--- src/rtl/axil_cmd_pkg.sv ---
// Shared types for the CMD/RESP ring consumer that drives an AXI4-Lite master.
// Holds the op and response encodings, the executor state enum and the ring entry structs.
package axil_cmd_pkg;

    localparam int AXIL_ADDR_W = 32;
    localparam int AXIL_DATA_W = 64;

    localparam logic OP_READ  = 1'b0;
    localparam logic OP_WRITE = 1'b1;

    typedef enum logic [1:0] {
        RESP_OKAY   = 2'b00,
        RESP_EXOKAY = 2'b01,
        RESP_SLVERR = 2'b10,
        RESP_DECERR = 2'b11
    } axi_resp_e;

    typedef enum logic [3:0] {
        ST_IDLE     = 4'd0,
        ST_POP      = 4'd1,
        ST_POP_REL  = 4'd2,
        ST_WR_AW    = 4'd3,
        ST_WR_B     = 4'd4,
        ST_RD_AR    = 4'd5,
        ST_RD_R     = 4'd6,
        ST_PUSH     = 4'd7,
        ST_PUSH_REL = 4'd8
    } exec_state_e;

    typedef struct packed {
        logic                       op;
        logic [AXIL_ADDR_W-1:0]     addr;
        logic [AXIL_DATA_W-1:0]     wdata;
        logic [AXIL_DATA_W/8-1:0]   wstrb;
    } cmd_t;

    typedef struct packed {
        logic                       op;
        logic [AXIL_ADDR_W-1:0]     addr;
        logic [AXIL_DATA_W-1:0]     rdata;
        logic [1:0]                 status;
    } resp_t;

    // Anything other than OKAY counts towards err_count, EXOKAY included.
    function automatic logic is_error(input logic [1:0] status);
        return status != RESP_OKAY;
    endfunction

endpackage

--- src/rtl/axil_cmd_executor_reqack.sv ---
// Four-phase req/ack initiator: start raises req, req is held until ack, done flags the ack cycle.
// The caller keeps req low for at least one cycle by waiting for ack to fall before the next start.
module reqack_initiator (
    input  logic clk,
    input  logic reset,
    input  logic start,
    input  logic ack,
    output logic req,
    output logic done
);

    always_ff @(posedge clk) begin
        if (reset) begin
            req <= 1'b0;
        end else if (start) begin
            req <= 1'b1;
        end else if (req && ack) begin
            req <= 1'b0;
        end
    end

    // Ack only counts while req is up.
    assign done = req & ack;

endmodule

--- src/rtl/axil_cmd_executor.sv ---
// Pops one CMD ring entry, runs it as a single AXI4-Lite transaction and pushes the result to the RESP ring.
// Exactly one transaction is in flight; every control output comes straight from a flop.
module axil_cmd_executor
    import axil_cmd_pkg::*;
#(
    parameter int ADDR_W = AXIL_ADDR_W,
    parameter int DATA_W = AXIL_DATA_W,
    parameter int CNT_W  = 32
) (
    input  logic                  clk,
    input  logic                  reset,

    input  logic                  cmd_empty,
    output logic                  cmd_pop_req,
    input  logic                  cmd_pop_ack,
    input  logic                  cmd_op,
    input  logic [ADDR_W-1:0]     cmd_addr,
    input  logic [DATA_W-1:0]     cmd_wdata,
    input  logic [DATA_W/8-1:0]   cmd_wstrb,

    output logic                  resp_push_req,
    input  logic                  resp_push_ack,
    output logic                  resp_op,
    output logic [ADDR_W-1:0]     resp_addr,
    output logic [DATA_W-1:0]     resp_rdata,
    output logic [1:0]            resp_status,

    output logic [ADDR_W-1:0]     m_axil_awaddr,
    output logic [2:0]            m_axil_awprot,
    output logic                  m_axil_awvalid,
    input  logic                  m_axil_awready,
    output logic [DATA_W-1:0]     m_axil_wdata,
    output logic [DATA_W/8-1:0]   m_axil_wstrb,
    output logic                  m_axil_wvalid,
    input  logic                  m_axil_wready,
    input  logic [1:0]            m_axil_bresp,
    input  logic                  m_axil_bvalid,
    output logic                  m_axil_bready,
    output logic [ADDR_W-1:0]     m_axil_araddr,
    output logic [2:0]            m_axil_arprot,
    output logic                  m_axil_arvalid,
    input  logic                  m_axil_arready,
    input  logic [DATA_W-1:0]     m_axil_rdata,
    input  logic [1:0]            m_axil_rresp,
    input  logic                  m_axil_rvalid,
    output logic                  m_axil_rready,

    output logic                  busy,
    output logic [CNT_W-1:0]      txn_count,
    output logic [CNT_W-1:0]      err_count,
    output exec_state_e           dbg_state
);

    localparam int STRB_W = DATA_W / 8;

    // Handshakes: an AXI transfer happens on the edge where valid and ready are both high; valid never
    // drops before that edge and its payload is frozen while valid is up. Ring req/ack is four-phase:
    // req rises, stays until ack, drops, and the next req waits until ack has fallen again.

    exec_state_e          state_q;
    exec_state_e          state_d;

    logic                 pop_start;
    logic                 pop_done;
    logic                 push_start;
    logic                 push_done;

    logic                 aw_hs;
    logic                 w_hs;
    logic                 ar_hs;
    logic                 b_hs;
    logic                 r_hs;

    logic                 aw_done_q;
    logic                 w_done_q;
    logic                 aw_done_d;
    logic                 w_done_d;
    logic                 awvalid_d;
    logic                 wvalid_d;
    logic                 arvalid_d;
    logic                 bready_d;
    logic                 rready_d;
    logic                 busy_d;

    logic                 op_q;
    logic [ADDR_W-1:0]    addr_q;
    logic [DATA_W-1:0]    wdata_q;
    logic [STRB_W-1:0]    wstrb_q;
    logic [DATA_W-1:0]    rdata_q;
    logic [1:0]           status_q;
    logic [CNT_W-1:0]     txn_q;
    logic [CNT_W-1:0]     err_q;

    assign aw_hs = m_axil_awvalid & m_axil_awready;
    assign w_hs  = m_axil_wvalid  & m_axil_wready;
    assign ar_hs = m_axil_arvalid & m_axil_arready;
    assign b_hs  = m_axil_bready  & m_axil_bvalid;
    assign r_hs  = m_axil_rready  & m_axil_rvalid;

    reqack_initiator u_cmd_pop (
        .clk   (clk),
        .reset (reset),
        .start (pop_start),
        .ack   (cmd_pop_ack),
        .req   (cmd_pop_req),
        .done  (pop_done)
    );

    reqack_initiator u_resp_push (
        .clk   (clk),
        .reset (reset),
        .start (push_start),
        .ack   (resp_push_ack),
        .req   (resp_push_req),
        .done  (push_done)
    );

    always_ff @(posedge clk) begin
        if (reset) begin
            state_q <= ST_IDLE;
        end else begin
            state_q <= state_d;
        end
    end

    always_comb begin
        state_d = state_q;
        case (state_q)
            ST_IDLE:     if (!cmd_empty)    state_d = ST_POP;
            ST_POP:      if (pop_done)      state_d = ST_POP_REL;
            ST_POP_REL:  if (!cmd_pop_ack)  state_d = (op_q == OP_WRITE) ? ST_WR_AW : ST_RD_AR;
            ST_WR_AW:    if ((aw_done_q || aw_hs) && (w_done_q || w_hs)) state_d = ST_WR_B;
            ST_WR_B:     if (b_hs)          state_d = ST_PUSH;
            ST_RD_AR:    if (ar_hs)         state_d = ST_RD_R;
            ST_RD_R:     if (r_hs)          state_d = ST_PUSH;
            ST_PUSH:     if (push_done)     state_d = ST_PUSH_REL;
            ST_PUSH_REL: if (!resp_push_ack) state_d = ST_IDLE;
            default:                        state_d = ST_IDLE;
        endcase
    end

    // Outputs are decoded from the next state and registered, so each one is a clean flop.
    always_comb begin
        aw_done_d = 1'b0;
        w_done_d  = 1'b0;
        if (state_q == ST_WR_AW) begin
            aw_done_d = aw_done_q | aw_hs;
            w_done_d  = w_done_q | w_hs;
        end
        awvalid_d  = (state_d == ST_WR_AW) && !aw_done_d;
        wvalid_d   = (state_d == ST_WR_AW) && !w_done_d;
        arvalid_d  = (state_d == ST_RD_AR);
        bready_d   = (state_d == ST_WR_B);
        rready_d   = (state_d == ST_RD_R);
        busy_d     = (state_d != ST_IDLE);
        pop_start  = (state_q == ST_IDLE) && (state_d == ST_POP);
        push_start = (state_q != ST_PUSH) && (state_d == ST_PUSH);
    end

    always_ff @(posedge clk) begin
        if (reset) begin
            aw_done_q      <= 1'b0;
            w_done_q       <= 1'b0;
            m_axil_awvalid <= 1'b0;
            m_axil_wvalid  <= 1'b0;
            m_axil_arvalid <= 1'b0;
            m_axil_bready  <= 1'b0;
            m_axil_rready  <= 1'b0;
            busy           <= 1'b0;
        end else begin
            aw_done_q      <= aw_done_d;
            w_done_q       <= w_done_d;
            m_axil_awvalid <= awvalid_d;
            m_axil_wvalid  <= wvalid_d;
            m_axil_arvalid <= arvalid_d;
            m_axil_bready  <= bready_d;
            m_axil_rready  <= rready_d;
            busy           <= busy_d;
        end
    end

    always_ff @(posedge clk) begin
        if (reset) begin
            op_q     <= 1'b0;
            addr_q   <= '0;
            wdata_q  <= '0;
            wstrb_q  <= '0;
            rdata_q  <= '0;
            status_q <= 2'b00;
        end else begin
            if (state_q == ST_POP && pop_done) begin
                op_q    <= cmd_op;
                addr_q  <= cmd_addr;
                wdata_q <= cmd_wdata;
                wstrb_q <= cmd_wstrb;
            end
            if (state_q == ST_WR_B && b_hs) begin
                rdata_q  <= '0;
                status_q <= m_axil_bresp;
            end else if (state_q == ST_RD_R && r_hs) begin
                rdata_q  <= m_axil_rdata;
                status_q <= m_axil_rresp;
            end
        end
    end

    // Counters are free-running and wrap.
    always_ff @(posedge clk) begin
        if (reset) begin
            txn_q <= '0;
            err_q <= '0;
        end else if (state_q == ST_PUSH && push_done) begin
            txn_q <= txn_q + 1'b1;
            if (is_error(status_q)) begin
                err_q <= err_q + 1'b1;
            end
        end
    end

    assign resp_op       = op_q;
    assign resp_addr     = addr_q;
    assign resp_rdata    = rdata_q;
    assign resp_status   = status_q;
    assign m_axil_awaddr = addr_q;
    assign m_axil_awprot = 3'b000;
    assign m_axil_wdata  = wdata_q;
    assign m_axil_wstrb  = wstrb_q;
    assign m_axil_araddr = addr_q;
    assign m_axil_arprot = 3'b000;
    assign txn_count     = txn_q;
    assign err_count     = err_q;
    assign dbg_state     = state_q;

endmodule

--- config.mk ---
export PLATFORM = sky130hd
export DESIGN_NAME = axil_cmd_executor
export DESIGN_NICKNAME = d
export VERILOG_FILES = /design/src/rtl/axil_cmd_pkg.sv /design/src/rtl/axil_cmd_executor_reqack.sv /design/src/rtl/axil_cmd_executor.sv
export SDC_FILE = /design/constraint.sdc
export NUM_CORES = 1
export LEC_CHECK = 0
export CAP_MARGIN = 20
export CORE_AREA = 2 2 192 194
export DETAILED_ROUTE_END_ITERATION = 12
export DIE_AREA = 0 0 194 196
export PLACE_DENSITY = 0.64
export SLEW_MARGIN = 0
export SYNTH_ARGS = -nofsm -noshare
export SYNTH_HDL_FRONTEND = slang
export SYNTH_SLANG_ARGS = --single-unit
--- constraint.sdc ---
create_clock -name clk -period 3.4 [get_ports clk]
set_input_delay 0.68 -clock clk [delete_from_list [all_inputs] [get_ports clk]]
set_output_delay 0.68 -clock clk [all_outputs]
set_load 0.01 [all_outputs]
==> results of run 1 <==
cells by family after synthesis:
kind of cell    synth area share (%)
compound gates                  12.0
xor+xnor                        3.97
fa+ha+maj                      0.252
buf+inv                         8.67
flops                           50.2
mux                            0.202
other cells                   0.0378
simple gates                    24.7
flip-flops by register name (all words and copies together), names as in the netlist:
name and cells:
m_axil_wdata 64, resp_rdata 64, err_count 32, m_axil_araddr 32, txn_count 32, m_axil_wstrb 8, dbg_state 4, resp_status 2
aw_done_q 1, busy 1, m_axil_arvalid 1, m_axil_awvalid 1, m_axil_bready 1, m_axil_rready 1, m_axil_wvalid 1, resp_op 1
u_cmd_pop.req 1, u_resp_push.req 1, w_done_q 1
metrics by stage:
step / hold slack, ns / total power [mW] / cell area (um2) / util [%]
after detailed placement: 0.446 / 3.47 / 14900 / 41.3
after global routing: 0.464 / 6.61 / 15800 / 43.8
final: 0.451 / 6.37 / 15800 / 43.8
after CTS: 0.454 / 6.47 / 15800 / 43.8
after global placement: 0.441 / 3.47 / 14900 / 41.3
after floorplan: 0.481 / 3.16 / 9950 / -
cells in the final DEF, fill, tap and decap left out, types with 2 or more instances in the layout:
cell type	n
buf_12	5
nand4_1	27
nand2_1	375
a21oi_1	193
nor4_2	2
a22oi_1	2
clkbuf_8	6
clkdlybuf4s50_1	492
nor2b_1	3
mux2i_1	2
o31ai_1	3
clkbuf_16	29
buf_4	18
o21ai_0	17
clkbuf_1	12
nor2_1	59
inv_1	12
clkinv_2	3
and4_1	4
nor3_1	13
ha_1	2
nand2b_1	4
conb_1	6
and3_1	8
xnor2_1	18
or3_1	14
xor2_1	27
nor4_1	9
or4_1	4
nand3_1	24
or2_2	2
a2111oi_0	2
a21o_1	3
and2_1	2
dfxtp_1	249
per-layer routing:
metal / global-route usage (%) / routed length [um] / vias to the layer above
met2: 29.2 / 17000 / 386
li1: - / - / 4864
met1: 19.6 / 13600 / 4582
met4: 6.71 / 1160 / 0
met5: 0 / 0 / -
met3: 4.28 / 2500 / 71
cell type report:
type                            instances  area share (%)
Sequential cell                       249            31.5
Timing Repair Buffer                  516            32.7
Inverter                               12           0.285
Antenna cell                            1          0.0158
Multi-Input combinational cell        844            26.1
Clock inverter                          4           0.285
Clock buffer                           47            5.40
Tap cell                              468            3.70
where the power goes:
| part | switching, mW | leakage (nW) | internal, mW |
|---|---|---|---|
| registers | 0.0177 | 2.01 | 2.94 |
| clock network | 1.20 | 0.441 | 1.77 |
| logic | 0.168 | 2.84 | 0.275 |
path summary, 6_finish.rpt:
path	start	endpoint	slack, ns	cells past startpoint
min	m_axil_wdata[9]$_SDFFE_PP0P_	m_axil_wdata[9]$_SDFFE_PP0P_	0.45	2
max	dbg_state[1]$_SDFF_PP0_	dbg_state[1]	0.74	1
max reg2reg	dbg_state[1]$_SDFF_PP0_	txn_count[28]$_SDFFE_PP0P_	0.75	5
min reg2reg	m_axil_wdata[9]$_SDFFE_PP0P_	m_axil_wdata[9]$_SDFFE_PP0P_	0.45	2
tightest hold or removal path, cell delays in order (launching register included):
cell and delay, ns:
dfxtp_1 0.30, nand2_1 0.05, a21oi_1 0.05
==> reports/results.ini, run 1 <==
[drt]
vias = 9903
drtPass1Iterations = 5
routedWlPerCell_um = 16.0
ant_nets = 0
drt_iter0_markers = 458
routed_via_density = 4.63
postRouteWirelength_um = 34200
route.detailed.drc = 0

[status]
status = finished, final reports clean

[logic_synthesis]
ys_warn_count = 0
synth_common_cells = 375 x nand2_1, 249 x dfxtp_1, 193 x a21oi_1
synth_most_common_cell = nand2_1
ys_seq_elements = 249
synthCells = 1246
yosysTopAreaCell = dfxtp_1
async_reset_ff_share_pct = 0
ys_seq_area_share_pct = 50.2
synth_area_leaders = dfxtp_1 50%, nand2_1 14%, a21oi_1 9.7%
synth_edf_count = 0
avgSynthCellArea_um2 = 7.97
yosysTopAreaCellShare_pct = 50.2
synth.distinct_cells = 47
ys.flop_type = dfxtp_1
syn_area_um2 = 9930

[timing]
max-slew-margin-rel_pct = 38.8
setup_violations = 0
tightest_slew_ns = 0.906
fin_ws_ns = 0.741
skew_ns = 0.0146
fin_crit_ns = 2.66
rsz0062_at_grt = false
finalMaxSlewViolations = 0
max_freq_mhz = 376
hold_viol_final = 0
tns_ns = 0
fin_crit_sh_pct = 78.2

[grt]
grt_usage_pct = 16.8
grt_max_degree = 99
grt-ovfl-total = 0
grt_first_pass_wirelength_um = 51800
grt_pass1_vias = 9109
antenna_found_initial = 1

[worst_setup_path]
crit_required_ns = 2.72
critPathKind = register to output pin
cp_max_fo = 16
crit_family = buffers and inverters
slowest_delay_ns = 0.72
worstSetupEndpointType = output pin
crit_buf_inv = 1
crit_chain = clkdlybuf4s50_1
crit_slowest_cell = clkdlybuf4s50_1
arrival_ns = 1.98
cp-start-kind = register

[clocking]
clkSinkCount = 249
cts_inserted_buffers = 29
cts-root-buf = clkbuf_16
ctsResizeCount = 0
clkTransAtPathRegs_ns = 0.06
htreeDepth = 1
clk_latency_ns = 0.54
cts_buffer_depth = 3
cts_tree = yes
post_cts_buffers = 0
cts-hold-fix-buffers = 0

[final_layout]
drive_gt1_share_pct = 4.43
regArea_um2 = 4980
fill_cells = 3613
fin_cells = 2141
area_growth_pct = 59.2
multiInputGateArea_um2 = 4130
finalNetCount = 1837

[placed_design]
io_buffers = 493
hpwl_um = 25100
place_ws_ns = 0.512
numPlacedInstances = 2089
gp_routability_congestion = 0.794

[hold_path]
hold_class = register to register

[power]
peakVddDrop_mv = 0.352
leakagePower_nw = 5.29
powerDensity_nw_per_um2 = 403

[floorplanning]
die_x_um = 194
dieHeight_um = 196
rows = 70
fp.coreArea_um2 = 36100
io-pin-count = 500
dieArea_um2 = 38000
initial_utilization_pct = 27.5

[run]
cap_viol_max_count = 0

(Power assumes the default switching activity.)
==> inputs of run 2 (changes only) <==
Settings changed: CORE_AREA 2 2 192 194 to 2 2 196 198, DIE_AREA 0 0 194 196 to 0 0 198 200.
Clock period 3.4 ns to 2.3 ns, I/O delays scaled along.
==> reports/results.ini, run 2 (synthesized netlist as in run 1, its figures left out) <==
[timing]
skew_ns = 0.0189
max_freq_mhz = 445
finalMaxSlewViolations = 0
tightest_slew_ns = 0.717
setup_violations = 0
rsz0062_at_grt = false
max-slew-margin-rel_pct = 52.2
fin_crit_ns = 2.25
hold_viol_final = 0
fin_crit_sh_pct = 97.7
hold_ws_ns = 0.197

[drt]
route.detailed.drc = 0
drtPass1Iterations = 5
routedWlPerCell_um = 16.0
routed_via_density = 4.52
vias = 9988
ant_nets = 0
drt_iter0_markers = 489
postRouteWirelength_um = 35400

[floorplanning]
initial_utilization_pct = 26.5
fp.coreArea_um2 = 37400
io-pin-count = 500
die_x_um = 198
dieArea_um2 = 39600
rows = 71
dieHeight_um = 200

[grt]
grt_max_degree = 92
grt_first_pass_wirelength_um = 52200
grt-ovfl-total = 0
antenna_found_initial = 1
grt_pass1_vias = 9421
grt_usage_pct = 16.6

[worst_setup_path]
crit_required_ns = 1.84
crit_chain = buf_4 > clkdlybuf4s50_1
slowest_delay_ns = 0.63
crit_slowest_cell = clkdlybuf4s50_1
r2r_setup_slack_ns = 0.19
cp_max_fo = 15
arrival_ns = 1.79
worstSetupEndpointType = output pin
critPathKind = register to output pin
cp-start-kind = register

[final_layout]
layout_commonest_cell = clkdlybuf4s50_1
fill_cells = 3671
drive_gt1_share_pct = 6.18
fin_cells = 2210
finalNetCount = 1862
area_growth_pct = 62.9
stdcell_area_um2 = 16200
mostFrequentLayoutCells = 491 x clkdlybuf4s50_1, 375 x nand2_1, 249 x dfxtp_1, 193 x a21oi_1, 59 x nor2_1

[clocking]
htreeDepth = 1
cts_buffer_depth = 3
post_cts_buffers = 0
cts_tree = yes
clkTransAtPathRegs_ns = 0.06
cts_inserted_buffers = 29
cts-hold-fix-buffers = 0
clkSinkCount = 249
clk_latency_ns = 0.55
cts-root-buf = clkbuf_16

[status]
status = finished, final reports clean

[power]
peakVddDrop_mv = 0.493
leakagePower_nw = 5.47
powerDensity_nw_per_um2 = 595

[run]
cap_viol_max_count = 0

[placed_design]
hpwl_um = 26300
dpl_cell_area_um2 = 15200
gp_routability_congestion = 0.831
io_buffers = 493
numPlacedInstances = 2157

[hold_path]
hold_class = input pin to register

run 2: cell types whose count changed in the layout (fill, tap and decap cells not counted), sizes merged:
cell	before	now
dlygate4sd2	0	1
clkinv	3	4
clkdlybuf4s50	492	491
buf	24	49
clkbuf	47	46
inv	12	13
run 2: layer usage:
layer	GRT usage [%]	vias up	part of all wire (%)
li1	-	4914	-
met1	19.6	4623	40
met2	28.6	374	49
met3	4.27	77	7.4
met4	7.30	0	4.0
met5	0	-	0
run 2: per-stage QoR:
step	setup WS, ns	setup TNS [ns]	power (mW)	util (%)
2_1_floorplan	0.0386	0	4.68	-
3_3_place_gp	-0.304	-2.19	5.15	40.7
3_5_place_dp	-0.302	-3.01	5.16	40.7
4_1_cts	0.0348	0	9.77	43.2
5_1_grt	0.00206	0	9.99	43.2
6_report	0.0536	0	9.63	43.2
run 2: layout make-up:
| type | instances | area [um2] | share of cell area, % |
|---|---|---|---|
| Antenna cell | 1 | 2.50 | 0.0155 |
| Clock buffer | 46 | 890 | 5.50 |
| Clock inverter | 6 | 58.8 | 0.364 |
| Inverter | 12 | 45.0 | 0.278 |
| Multi-Input combinational cell | 844 | 4130 | 25.6 |
| Sequential cell | 249 | 4980 | 30.8 |
| Tap cell | 511 | 639 | 3.95 |
| Timing Repair Buffer | 541 | 5420 | 33.5 |
run 2: repair_timing:
| action | CTS | global route |
|---|---|---|
| pin swaps | 0 | 0 |
| gates resized for setup | 1 | 1 |
| setup endpoints to repair | 1 | 1 |
| hold endpoints to repair | 0 | 0 |
run 2: worst max-delay path, delay by kind of cell (launching register included):
kind	cells	cell delay, ns
buffers and inverters	2	0.87
DFF	1	0.37
run 2: worst paths after layout:
kind,from,to,cells after the start
max,dbg_state[1]$_SDFF_PP0_,dbg_state[1],2
min,reset,err_count[20]$_SDFFE_PP0P_,2
max reg2reg,dbg_state[2]$_SDFF_PP0_,txn_count[29]$_SDFFE_PP0P_,6
min reg2reg,m_axil_wdata[17]$_SDFFE_PP0P_,m_axil_wdata[17]$_SDFFE_PP0P_,2
run 2: report_power, final:
group	switching (mW)	internal, mW
sequential	0.0250	4.35
clock	1.83	2.74
combinational	0.263	0.424
total	2.12	7.51
